**config.mk**
```make
export PLATFORM = sky130hd
export DESIGN_NAME = uart_rx_fifo
export DESIGN_NICKNAME = d
export VERILOG_FILES = /design/src/rtl/uart_rx_fifo.sv
export SDC_FILE = /design/constraint.sdc
export NUM_CORES = 1
export LEC_CHECK = 0
export ABC_AREA = 1
export CAP_MARGIN = 40
export CORE_MARGIN = 3
export CORE_UTILIZATION = 30
export CTS_CLUSTER_SIZE = 8
export DETAILED_ROUTE_END_ITERATION = 16
export GPL_ROUTABILITY_DRIVEN = 0
export PLACE_DENSITY = 0.49
export SETUP_SLACK_MARGIN = 0.05
export SLEW_MARGIN = 20
export SYNTH_ARGS = -nofsm -noshare
export SYNTH_HDL_FRONTEND = slang
export SYNTH_SLANG_ARGS = --single-unit
export TNS_END_PERCENT = 1
```
**constraint.sdc**
```tcl
create_clock -name clk -period 1.8 [get_ports clk]
set_input_delay 0.27 -clock clk [delete_from_list [all_inputs] [get_ports clk]]
set_output_delay 0.27 -clock clk [all_outputs]
set_load 0.05 [all_outputs]
```
**src/rtl/uart_rx_fifo.sv**
```systemverilog
// rtl/uart_rx_fifo.sv - 16x oversampling UART receiver feeding a FWFT receive FIFO; define UART_RX_PARITY_EN for 8E1 frames
module uart_rx_fifo #(
  parameter int BAUD_RATE  = 9_600,
  parameter int CLOCK_RATE = 40_000_000,
  parameter int FIFO_DEPTH = 16
) (
  input  logic       clk,
  input  logic       rst_clk_rx,
  input  logic       rxd_i,
  input  logic       rx_fifo_rd_en,
  output logic [7:0] rx_fifo_dout,
  output logic       rx_fifo_empty,
  output logic       rx_fifo_full,
  output logic       rx_frame_err,
  output logic       rx_parity_err,
  output logic       rx_overrun
);

  localparam int DIV_RAW = (CLOCK_RATE + BAUD_RATE * 8) / (BAUD_RATE * 16);
  localparam int DIV     = (DIV_RAW < 1) ? 1 : DIV_RAW;
  localparam int CW      = (DIV > 1) ? $clog2(DIV) : 1;
  localparam int AW      = $clog2(FIFO_DEPTH);

`ifdef UART_RX_PARITY_EN
  typedef enum logic [2:0] {S_IDLE, S_START, S_DATA, S_PARITY, S_STOP} state_t;
`else
  typedef enum logic [2:0] {S_IDLE, S_START, S_DATA, S_STOP} state_t;
`endif

  logic          rxd_m, rxd_s;
  logic [CW-1:0] baud_cnt;
  logic          tick;

  state_t        state, state_n;
  logic [3:0]    os, os_n;
  logic [2:0]    bi, bi_n;
  logic [7:0]    shreg, shreg_n;
  logic          lwh, lwh_n;
  logic          push_req, ferr_req;
  logic          push_q, ferr_q;

  logic [7:0]    mem [FIFO_DEPTH];
  logic [AW-1:0] wr_ptr, rd_ptr;
  logic [AW:0]   count, count_n;
  logic          do_push, do_pop;

`ifdef UART_RX_PARITY_EN
  logic          par_bit, par_n;
  logic          perr_req, perr_q;
`endif

  // Two-flop synchroniser; idles high so reset never looks like a start bit
  always_ff @(posedge clk) begin
    if (rst_clk_rx) begin
      rxd_m <= 1'b1;
      rxd_s <= 1'b1;
    end else begin
      rxd_m <= rxd_i;
      rxd_s <= rxd_m;
    end
  end

  // Free-running 16x baud tick divider
  assign tick = (baud_cnt == CW'(DIV - 1));

  always_ff @(posedge clk) begin
    if (rst_clk_rx || tick) baud_cnt <= '0;
    else                    baud_cnt <= baud_cnt + CW'(1);
  end

  // Receiver FSM state and datapath registers
  always_ff @(posedge clk) begin
    if (rst_clk_rx) begin
      state <= S_IDLE;
      os    <= '0;
      bi    <= '0;
      shreg <= '0;
      lwh   <= 1'b1;
    end else begin
      state <= state_n;
      os    <= os_n;
      bi    <= bi_n;
      shreg <= shreg_n;
      lwh   <= lwh_n;
    end
  end

  // Next-state logic; every action is qualified by the baud tick
  always_comb begin
    state_n  = state;
    os_n     = os;
    bi_n     = bi;
    shreg_n  = shreg;
    lwh_n    = lwh;
    push_req = 1'b0;
    ferr_req = 1'b0;
`ifdef UART_RX_PARITY_EN
    par_n    = par_bit;
    perr_req = 1'b0;
`endif
    if (tick) begin
      if (rxd_s) lwh_n = 1'b1;
      case (state)
        S_IDLE: begin
          if (!rxd_s && lwh) begin
            state_n = S_START;
            os_n    = '0;
            lwh_n   = 1'b0;
          end
        end
        S_START: begin
          if (os == 4'd7) begin
            if (rxd_s) begin
              state_n = S_IDLE;
            end else begin
              state_n = S_DATA;
              os_n    = '0;
              bi_n    = '0;
            end
          end else begin
            os_n = os + 4'd1;
          end
        end
        S_DATA: begin
          if (os == 4'd15) begin
            shreg_n = {rxd_s, shreg[7:1]};
            os_n    = '0;
            bi_n    = bi + 3'd1;
            if (bi == 3'd7) begin
`ifdef UART_RX_PARITY_EN
              state_n = S_PARITY;
`else
              state_n = S_STOP;
`endif
            end
          end else begin
            os_n = os + 4'd1;
          end
        end
`ifdef UART_RX_PARITY_EN
        S_PARITY: begin
          if (os == 4'd15) begin
            par_n   = rxd_s;
            os_n    = '0;
            state_n = S_STOP;
          end else begin
            os_n = os + 4'd1;
          end
        end
`endif
        S_STOP: begin
          if (os == 4'd15) begin
            state_n = S_IDLE;
            if (!rxd_s) begin
              // A low stop bit may be the start of a break: demand a high sample before re-arming
              ferr_req = 1'b1;
              lwh_n    = 1'b0;
            end
`ifdef UART_RX_PARITY_EN
            else if (^{shreg, par_bit}) perr_req = 1'b1;
`endif
            else push_req = 1'b1;
          end else begin
            os_n = os + 4'd1;
          end
        end
        default: state_n = S_IDLE;
      endcase
    end
  end

  // Push strobe and frame-error pulse, one cycle after the stop-bit sample
  always_ff @(posedge clk) begin
    if (rst_clk_rx) begin
      push_q <= 1'b0;
      ferr_q <= 1'b0;
    end else begin
      push_q <= push_req;
      ferr_q <= ferr_req;
    end
  end

  assign rx_frame_err = ferr_q;

`ifdef UART_RX_PARITY_EN
  // Captured parity bit and parity-error pulse
  always_ff @(posedge clk) begin
    if (rst_clk_rx) begin
      par_bit <= 1'b0;
      perr_q  <= 1'b0;
    end else begin
      par_bit <= par_n;
      perr_q  <= perr_req;
    end
  end

  assign rx_parity_err = perr_q;
`else
  assign rx_parity_err = 1'b0;
`endif

  // A pop on the same cycle frees the slot, so a full FIFO can still accept
  assign do_pop     = rx_fifo_rd_en && !rx_fifo_empty;
  assign do_push    = push_q && (!rx_fifo_full || rx_fifo_rd_en);
  assign rx_overrun = push_q && rx_fifo_full && !rx_fifo_rd_en;

  // Occupancy after this cycle's push/pop
  always_comb begin
    count_n = count;
    if (do_push && !do_pop)      count_n = count + (AW + 1)'(1);
    else if (!do_push && do_pop) count_n = count - (AW + 1)'(1);
  end

  // Receive buffer storage
  always_ff @(posedge clk) begin
    if (do_push) mem[wr_ptr] <= shreg;
  end

  // Pointers, occupancy and registered flags
  always_ff @(posedge clk) begin
    if (rst_clk_rx) begin
      wr_ptr        <= '0;
      rd_ptr        <= '0;
      count         <= '0;
      rx_fifo_empty <= 1'b1;
      rx_fifo_full  <= 1'b0;
    end else begin
      if (do_push) wr_ptr <= wr_ptr + AW'(1);
      if (do_pop)  rd_ptr <= rd_ptr + AW'(1);
      count         <= count_n;
      rx_fifo_empty <= (count_n == '0);
      rx_fifo_full  <= (count_n == (AW + 1)'(FIFO_DEPTH));
    end
  end

  assign rx_fifo_dout = rx_fifo_empty ? 8'h00 : mem[rd_ptr];

endmodule

```
After elaboration in Yosys (flattened, before gate mapping) --
Memory sizes are Yosys's and may differ from the RTL's. A register that Yosys moved wholly into a read port is not among the register bits. Cells that the tools add are included.
Word-level totals: register bits after elaboration 47, bits in writable memories 128, input bits 4, word-level logic and storage cells 97, memories kept 1
Cells by class: add/sub/neg operators 7, eq/ne operators 16, mux-type cells 31, bitwise operators 3, reduce and logical (&&, ||, !) cells 24
Memory list:
- mem | words 16, bits a word 8, rd ports 1, clocked after memory_dff 1, wr ports 1, line 42 | logic [7:0] mem [FIFO_DEPTH];
Operators by type and width (number):
- $mux 4 | 7
- $mux 3 | 8
- $pmux 4 s4 | 1
- $ne 2x2->1 const B | 7
- $add 4x1->4 const B | 3
- $pmux 3 s4 | 1
- $mux 5 | 2
- $reduce_and 5->1 | 2
- $add 9x1->9 const B | 1
- $eq 9x9->1 const B | 1
- $mux 1 | 8
- $mux 8 | 1
- $logic_and 1x1->1 | 7
- $eq 3x2->1 const B | 2
- $logic_not 1->1 | 6
- $pmux 3 s2 | 1
- $reduce_and 6->1 | 1
- $add 5x1->5 const B | 1
- $eq 5x5->1 const B | 1
- $logic_not 5->1 | 1
- $sub 5x1->5 const B | 1
- $eq 4x3->1 const B | 1
- $eq 4x4->1 const B | 1
- $reduce_bool 4->1 | 1
- other kinds (12) | 15

Longest topological paths before layout --
Gate-level depths: netlist (run 1).
depth after elaboration 8, gate-level depth with buffers 12, depth with buffers taken out 12

Worst setup path after synthesis (run 1) --
Ideal clock, no wire load.
kind register to output, from reg with a tool-made name, to out rx_fifo_dout[0], data arrival time 1.783 ns, required time 1.530 ns, slack -0.253 ns, stages on the path, launching flop included 8, buffers on the path 2, path through dfxtp_1 -> buf_4 -> clkinv_2 -> buf_2 -> nor2_1 -> o211ai_1 -> nand3_1 -> a21oi_1
RTL lines:
- end, declared | line 11 | output logic [7:0] rx_fifo_dout,

==> impl_summary.md, run 1 <==
Placed design
The placed instances occupy a cell area of 0.00875 sq mm. The HPWL after detailed placement is around 12000 microns. OpenSTA, run right after detailed placement, puts the worst setup slack at -169 ps. Input and output buffers added on the ports amount to 15.

CTS
The number of buffers created by CTS is 17. The H-tree depth is 4. The buffer depth of the longest clock path is 2. Clock tree synthesis selected as its root buffer the cell clkbuf_16. The source-to-sink clock delay at the later pin of the worst-skew pair is 430 ps. TritonCTS built the clock tree. The hold buffer count at CTS is 0. After clock tree synthesis, the clock-pin slew on the worst setup and hold paths is roughly 70 ps.

Counting every sink on the clock net gives 178.

Pwr
The areal power density over the cells is 1050 mW/mm^2. The overall power after layout is 10.1 mW. The worst vdd rail ir drop is 0.667 mV. The static leakage is 3.84 nW.

Worst setup path
STA classifies the critical path endpoint as an output pin. The critical path is of the register to output pin type. STA puts the critical path data required time at 1530 ps. Data arrives at the worst endpoint at 2070 ps.

The category of the worst setup path launch point is a register. The top fanout value on the critical path is 5.

Synth
Summing the areas of all compound-gate instances in the mapped netlist gives 11.2% of the synthesized area. The number of standard cells after synthesis is about 750. After synthesis the cells add up to around 0.0077 sq mm. The share of synthesized area occupied by flip-flops and latches is 62.8%. After synthesis the netlist holds a flip-flop and latch count of 178. The number of nets handed over by synthesis was 772. The fraction of the mapped netlist area in simple logic gates is 18.2%. The synthesized netlist devotes 0.454% of its cell area to XOR and XNOR gates. The average instance in the mapped netlist occupies 10.3 sq um. Counting flops with a built-in enable in the synthesized netlist gives 128. The combinational family with the most area after synthesis is simple AND/OR/NAND/NOR gates. The post-synthesis adder-cell area fraction is 2.59%. The dominant synthesized flop cell is edfxtp_1.

The unique cell type count in the Yosys netlist is 40. Yosys printed 0 warnings. The proportion of synthesized area in mux cells is 0%. In the synthesized netlist the async set-or-reset flop fraction comes to 0%.

Floorplanning
Once the floorplan was initialized, standard cells occupied 30.6% of the core. The area of the die is 0.0277 sq mm. The core area is 0.0253 sq mm. The number of rows created at floorplan is 58. The number of ports placed on the die boundary is 17. The width of the die is between 150 and 200 microns. The die extent in y is 166 microns.

Route
The via count of the routed design is between 5000 and 6000. In the routed design, unresolved DRC markers number 0. The average routed wire per standard cell is 15.8 microns. The pre-antenna-repair detailed-routing pass consisted of 4 iterations. The routed wire length is roughly 18000 microns. The number of DRC markers in iteration 0 is 396. Once detail routing completed, the nets flagged for antenna violations numbered 0. Using the TritonRoute via totals, the vias-per-cell ratio works out to 4.67.

Run status
The checks that failed: setup timing. The run finished, with violations left.

STA
The portion of the clock cycle consumed by the worst path in the final layout is 130%. The number of hold-slack violations in the final timing report is 0. In the post-route analysis, the smallest setup slack over all paths is -536 ps. After layout, the minimum clock period comes to between 2000 and 2500 ps. The final-report setup violation count is 8.

The clock skew after layout is 9.54 ps. The number of max-slew violations in the final report is 0. Setup repair after global routing could not meet its margin everywhere. The highest attainable clock frequency is approximately 430 MHz.

GRT
The initial antenna violation count is 0. The largest net degree at the start of global routing is 23. Summed over all layers, the global routing overflow is 0. The global-route usage over all layers is between 10% and 20%.

The met1 track demand over resource is 18.8%. The met3 track demand over resource in global routing is between 2 and 3%. The global-route wire length before repair is 29600 microns.

The number of global-route vias before repair is around 5300. The most crowded layer after global routing is met2. The met2 track demand over resource is about 22%.

Cells and area
The repair_antennas step left the layout with diodes totalling 0. The fraction of the core area covered by cells at the end of the flow is 38.1%. The synthesis-to-layout area growth is 24.7%.

Leaving out fill and tap cells, the most frequent cell in the layout is nor2_1. The fraction of layout instances using a drive strength above 1 is around 20%. With fillers left out, the area of the finished cells amounts to ~0.0096 sq mm. In the layout the commonest cells are 162 x nor2_1, 128 x edfxtp_1, 73 x nand2_1, 65 x o21ai_0, 49 x buf_4.

The count of filler cells inserted in the layout is 2485. In the final design database the tool counted 839 nets.

Min path
The path class of the tightest hold or removal check is input port to register.

Job
The number of violations of the max-capacitance limit is 0.
critical path, cell delays in order, from the launching register on:
cell and delay (ps):
dfxtp_4 440, buf_12 140, buf_12 110, o21ai_1 70
o211ai_1 280, nand3_1 170, a21oi_2 250, buf_12 170
final timing paths:
kind / from / end / slack [ps] / cells past startpoint
worst min register to register: rxd_m / rxd_s / 420 / 1
worst max-delay path: register / rx_fifo_dout[4] / -540 / 7
worst max register to register: state[0] / os[2] / 130 / 9
worst min-delay path: rxd_i / rxd_m / 400 / 2
synth_stat cells (all sizes together), types with 3 or more instances:
master	count	area share [%]
buf	20	1.6
dfxtp	50	13
clkbuf	11	0.57
nand4	6	0.49
edfxtp	128	50
nor3	11	1.3
clkinv	3	0.23
a21oi	25	1.6
nor2	173	8.6
nand2	81	4.4
o21ai	89	5.9
or2	3	0.24
o211ai	32	3.1
ha	16	2.6
nand3	43	3.0
inv	49	2.4
xor2	3	0.34
through the flow:
| stage | instances | TNS, ps | hold WS (ps) |
|---|---|---|---|
| 6_report | 1162 | -3920 | 401 |
| 5_1_grt | 1162 | -5080 | 412 |
| 4_1_cts | 1162 | -4170 | 383 |
| 3_5_place_dp | 1121 | -11560 | 397 |
| 3_3_place_gp | 1121 | -11640 | 394 |
| 2_1_floorplan | 752 | 0 | 374 |
layer usage:
metal / up-vias / wire, microns
li1: 2733 / -
met1: 2577 / 8450
met2: 98 / 8600
met3: 19 / 927
met4: 0 / 333
met5: - / 0
power breakdown:
part	switching (mW)	total (mW)	leakage, nW	internal [mW]
sequential	0.0875	4.49	1.90	4.40
combinational	1.02	1.88	1.65	0.858
clock	1.80	3.69	0.296	1.89
total	2.91	10.1	3.84	7.14
layout make-up:
type | count | area (sq um) | area share [%]
sequential | 178 | 4850 | 50.4
multi-input combinational | 491 | 2600 | 27.0
inverter | 52 | 205 | 2.13
clock inverter | 15 | 186 | 1.94
timing repair buffer | 79 | 946 | 9.83
clock buffer | 17 | 425 | 4.42
tap | 330 | 413 | 4.29
what timing repair did:
item                                    in CTS  in global routing
pin swaps                                   18                 14
endpoints found under the setup margin      11                 18
setup buffers                                6                  0
endpoints found under the hold margin        0                  0
gates resized for setup                     27                 16
gates cloned                                 3                  0
state kept, by name (all words and copies together) (netlist names), named ones only:
name / count
rx_fifo_empty: 1
bi: 3
rx_frame_err: 1
shreg: 8
wr_ptr: 4
count: 5
rd_ptr: 4
mem: 128
rxd_m: 1
rx_fifo_full: 1
lwh: 1
push_q: 1
state: 2
os: 4
rxd_s: 1
baud_cnt: 9
logic make-up after synthesis:
family                     count (synthesis)
other                                      1
adders and majority gates                 16
buffers and inverters                     83
xor gates and xnor gates                   4
DFF                                      178
AOI/OAI and AO/OA                        151
and+or+nand+nor                          319
Power figures use the tool's default switching activity.
==> run 2: changes to the inputs <==
--- a/config.mk
+++ b/config.mk
@@ -12,7 +12,7 @@
 export CTS_CLUSTER_SIZE = 8
 export DETAILED_ROUTE_END_ITERATION = 16
 export GPL_ROUTABILITY_DRIVEN = 0
-export PLACE_DENSITY = 0.49
+export PLACE_DENSITY = 0.52
 export SETUP_SLACK_MARGIN = 0.05
 export SLEW_MARGIN = 20
 export SYNTH_ARGS = -nofsm -noshare
==> run 2 against run 1 <==
Against the previous run: the flow still finishes with violations (setup timing); sequential share of layout area rose by 0.64 points; routed wire length fell by 4.7%; cell count did not move; critical endpoint is now rx_fifo_dout[6]; non-clock buffer count did not move; largest cell class unchanged; clock skew fell by 2.2 ps; global-route usage fell by 0.95 points; total power barely moved; sequential power barely moved; clock-buffer cell count did not move; utilization fell by 0.47 points; worst hold slack improved by 6.3 ps; cell area fell by 1.2%.
==> impl_summary.md, run 2 (synthesis results as in run 1) <==
Run status
The run finished, with violations left. The final reports fail on setup timing.

STA
The worst setup margin is -503 ps (+32.9 ps). The post-route setup TNS is -3750 ps (+174 ps). The worst pin sits at a relative slew slack of between 60% and 70%. The final-report setup violation count is 8 (unchanged). The transition time of the tightest slew-check pin is ~560 ps.

The time the worst path needs with I/O delays and setup is 2300 ps (-32.9 ps). The number of max-slew violations in the final report is 0 (unchanged). Setup repair after global routing could not meet its margin everywhere. The number of hold-slack violations in the final timing report is 0 (unchanged). The highest attainable clock frequency is 434 MHz (+1.4%). The portion of the clock cycle consumed by the worst path in the final layout is 128% (-1.8 points). The clock skew after layout is 7.37 ps (-2.18 ps). The final hold slack came to 407 ps (+6.32 ps).

Worst setup path
The worst setup path category is register to output pin. The delay of the slowest cell on the worst path came to 420 ps (-20 ps). The worst-case reg-to-reg path depth is 9 (unchanged). The minimum setup slack among reg-to-reg paths is 180 ps (+50 ps). The type of element capturing the critical path is an output pin.

The endpoint identified for the worst register-to-register timing path is os[2]. On the critical path, the stage with the largest delay is an instance of dfxtp_4. The number of cells on the critical path came to 8 (+1). Broken down by cell family, the worst path's largest delay share belongs to buffers and inverters. The critical path arrival was 2030 ps (-40 ps). The critical path goes through clkinv_2 -> buf_12 -> buf_12 -> o21ai_0 -> o211ai_1 -> nand3_1 -> a21oi_2 -> buf_12. The worst setup path endpoint is rx_fifo_dout[6]. The top fanout value on the critical path is 20 (+15). The startpoint identified for the worst register-to-register timing path is state[0].

The number of buffer and inverter stages on the critical path is 4 (+1). The data required time at the worst endpoint is 1530 ps (about the same). The category of the worst setup path launch point is a register.

The cell with the most instances on the worst path is buf_12.

Floorplanning
The number of ports placed on the die boundary is 17 (unchanged). The area of the die came to 0.0277 sq mm (unchanged). The width of the die is 166 microns (unchanged). The core area is 0.0253 sq mm (unchanged). The number of rows created at floorplan is 58 (unchanged). The die extent in y came to 166 microns (unchanged). The starting density of the core came to 30.6% (unchanged).

Pwr
The areal power density over the cells is 1060 mW/mm^2 (+1.3%). The overall power after layout is 10.1 mW (about the same). The worst vdd rail ir drop is 0.827 mV (+24%). The static leakage is 3.79 nW (-1.5%).

CTS
The clock sink total is 178 (unchanged). The setup fix buffers added after clock tree synthesis is 0 (-6). The number of buffers created by CTS is 17 (unchanged). In this run the clock root is driven by a clkbuf_16. The H-tree depth came to 4 (unchanged). The clock tree from TritonCTS is built.

The clock-pin transition on the worst setup and hold timing paths is 70 ps (about the same). The buffer depth of the longest clock path is 2 (unchanged). The source-to-sink clock delay at the later pin of the worst-skew pair came to 420 ps (about the same).

Route
The average routed wire per standard cell is 15.0 microns (-4.7%). The via density per instance is 4.63 (-0.96%). The via count of the routed design came to 5375 (-0.96%).

The routed wire length is 17500 microns (-4.7%). The number of routed nets with antenna violations came to 0 (unchanged). The number of DRC markers in iteration 0 is 365 (-7.8%). The number of remaining DRC errors is 0 (unchanged). The detailed-routing iteration count for the pre-antenna-repair pass is 5 (+1).

Cells and area
The antenna diode count is 0 (unchanged). The fraction of layout instances using a drive strength above 1 was 18.6% (-0.96 points). The area growth from synthesis to layout is 23.2%. In the layout the commonest cells are 169 x nor2_1, 128 x edfxtp_1, 77 x o21ai_0, 73 x nand2_1, 53 x buf_4. The number of flip-flops under the largest register name came to 128 (unchanged).

The total number of nets in the final design is 839 (unchanged). The final design area excluding fillers is 0.00951 sq mm (-1.2%). In the final layout, the registers with the most flip-flops are mem (128), baud_cnt (9), shreg (8).

The register name with the most flops is mem. The most common cell after layout, fill and taps aside is nor2_1.

Job
The number of violations of the max-capacitance limit came to 0 (unchanged).

GRT
The initial antenna violation count came to 0 (unchanged). The global-route usage over all layers was 12.7% (-0.95 points). The largest net degree at the start of global routing was 25 (+8.7%).

The global-route wire length before repair is 28000 microns (-5.5%). The total grt overflow is 0 (unchanged). The number of global-route vias before repair came to 5256 (-1.6%).

Placed design
The post-placement setup slack came to -141 ps (+27.7 ps). The total cell area at the placement stage is 0.00885 sq mm (+1.2%). The count of buffers inserted at the top-level ports is 15 (unchanged).

The final HPWL from detailed placement is 11800 microns (-2.9%).

Min path
The worst hold path cell count is 2 (unchanged). The path class of the tightest hold or removal check is input port to register.
==> run 2: cell count changes in the layout (fill, tap and decap cells not counted), moves of 3 or more <==
| cell | change |
|---|---|
| buf_4 | +4 |
| clkinv_4 | -4 |
| clkinv_8 | -5 |
| clkinvlp_4 | +4 |
| nor2_1 | +7 |
| nor2_2 | -3 |
| nor2_4 | -4 |
| o21ai_0 | +12 |
| o21ai_1 | -10 |
==> run 2: cell type report <==
cell class / instances / area (sq um)
flip-flops and latches: 178 / 4850
repair buffers: 79 / 860
clock buffers: 17 / 425
multi-input cells: 491 / 2560
well taps: 330 / 413
fillers: 2475 / 15700
clock inverters: 15 / 191
inverters: 52 / 201
==> run 2: repair_timing <==
item,4_1_cts,5_1_grt
endpoints found under the setup margin,12,16
resized for setup,8,9
hold buffers,0,0
pin swaps,4,4
endpoints found under the hold margin,0,0
==> run 2: layer usage <==
metal  vias to the layer above  global-route usage [%]  wire length, microns
met5                         -                       0                     0
met4                         0                    2.94                   152
met3                        12                    3.09                   797
met2                       105                    20.6                  8290
met1                      2533                    17.5                  8220
li1                       2725                       -                     -
==> run 2: how the worst min path moves through the flow <==
stage                from     to  slack [ps]
global placement    rxd_m  rxd_s         400
floorplan           rxd_i  rxd_m         370
CTS                 rxd_i  rxd_m         390
finish              rxd_i  rxd_m         410
global route        rxd_i  rxd_m         400
detailed placement  rxd_m  rxd_s         400
==> run 2: worst register-to-register path, stage by stage, from the launching register on <==
cell and delay [ps]:
dfxtp_1 360, inv_1 160, ha_2 240, inv_1 80, nand3_1 100, nand2_1 90, nor2_4 170, nand2_4 80
o21ai_0 150, nor2_1 60
==> run 2: stage by stage <==
stage          cells  utilization, %
2_1_floorplan    752               -
4_1_cts         1162            37.5
3_5_place_dp    1130            35.1
6_report        1162            37.6
3_3_place_gp    1130            35.1
5_1_grt         1162            37.6
==> run 2: where the power goes <==
part,leakage [nW],internal [mW],switching (mW)
sequential,1.90,4.40,0.0965
clock,0.291,2.12,1.72
combinational,1.60,0.758,0.962
total,3.79,7.28,2.78
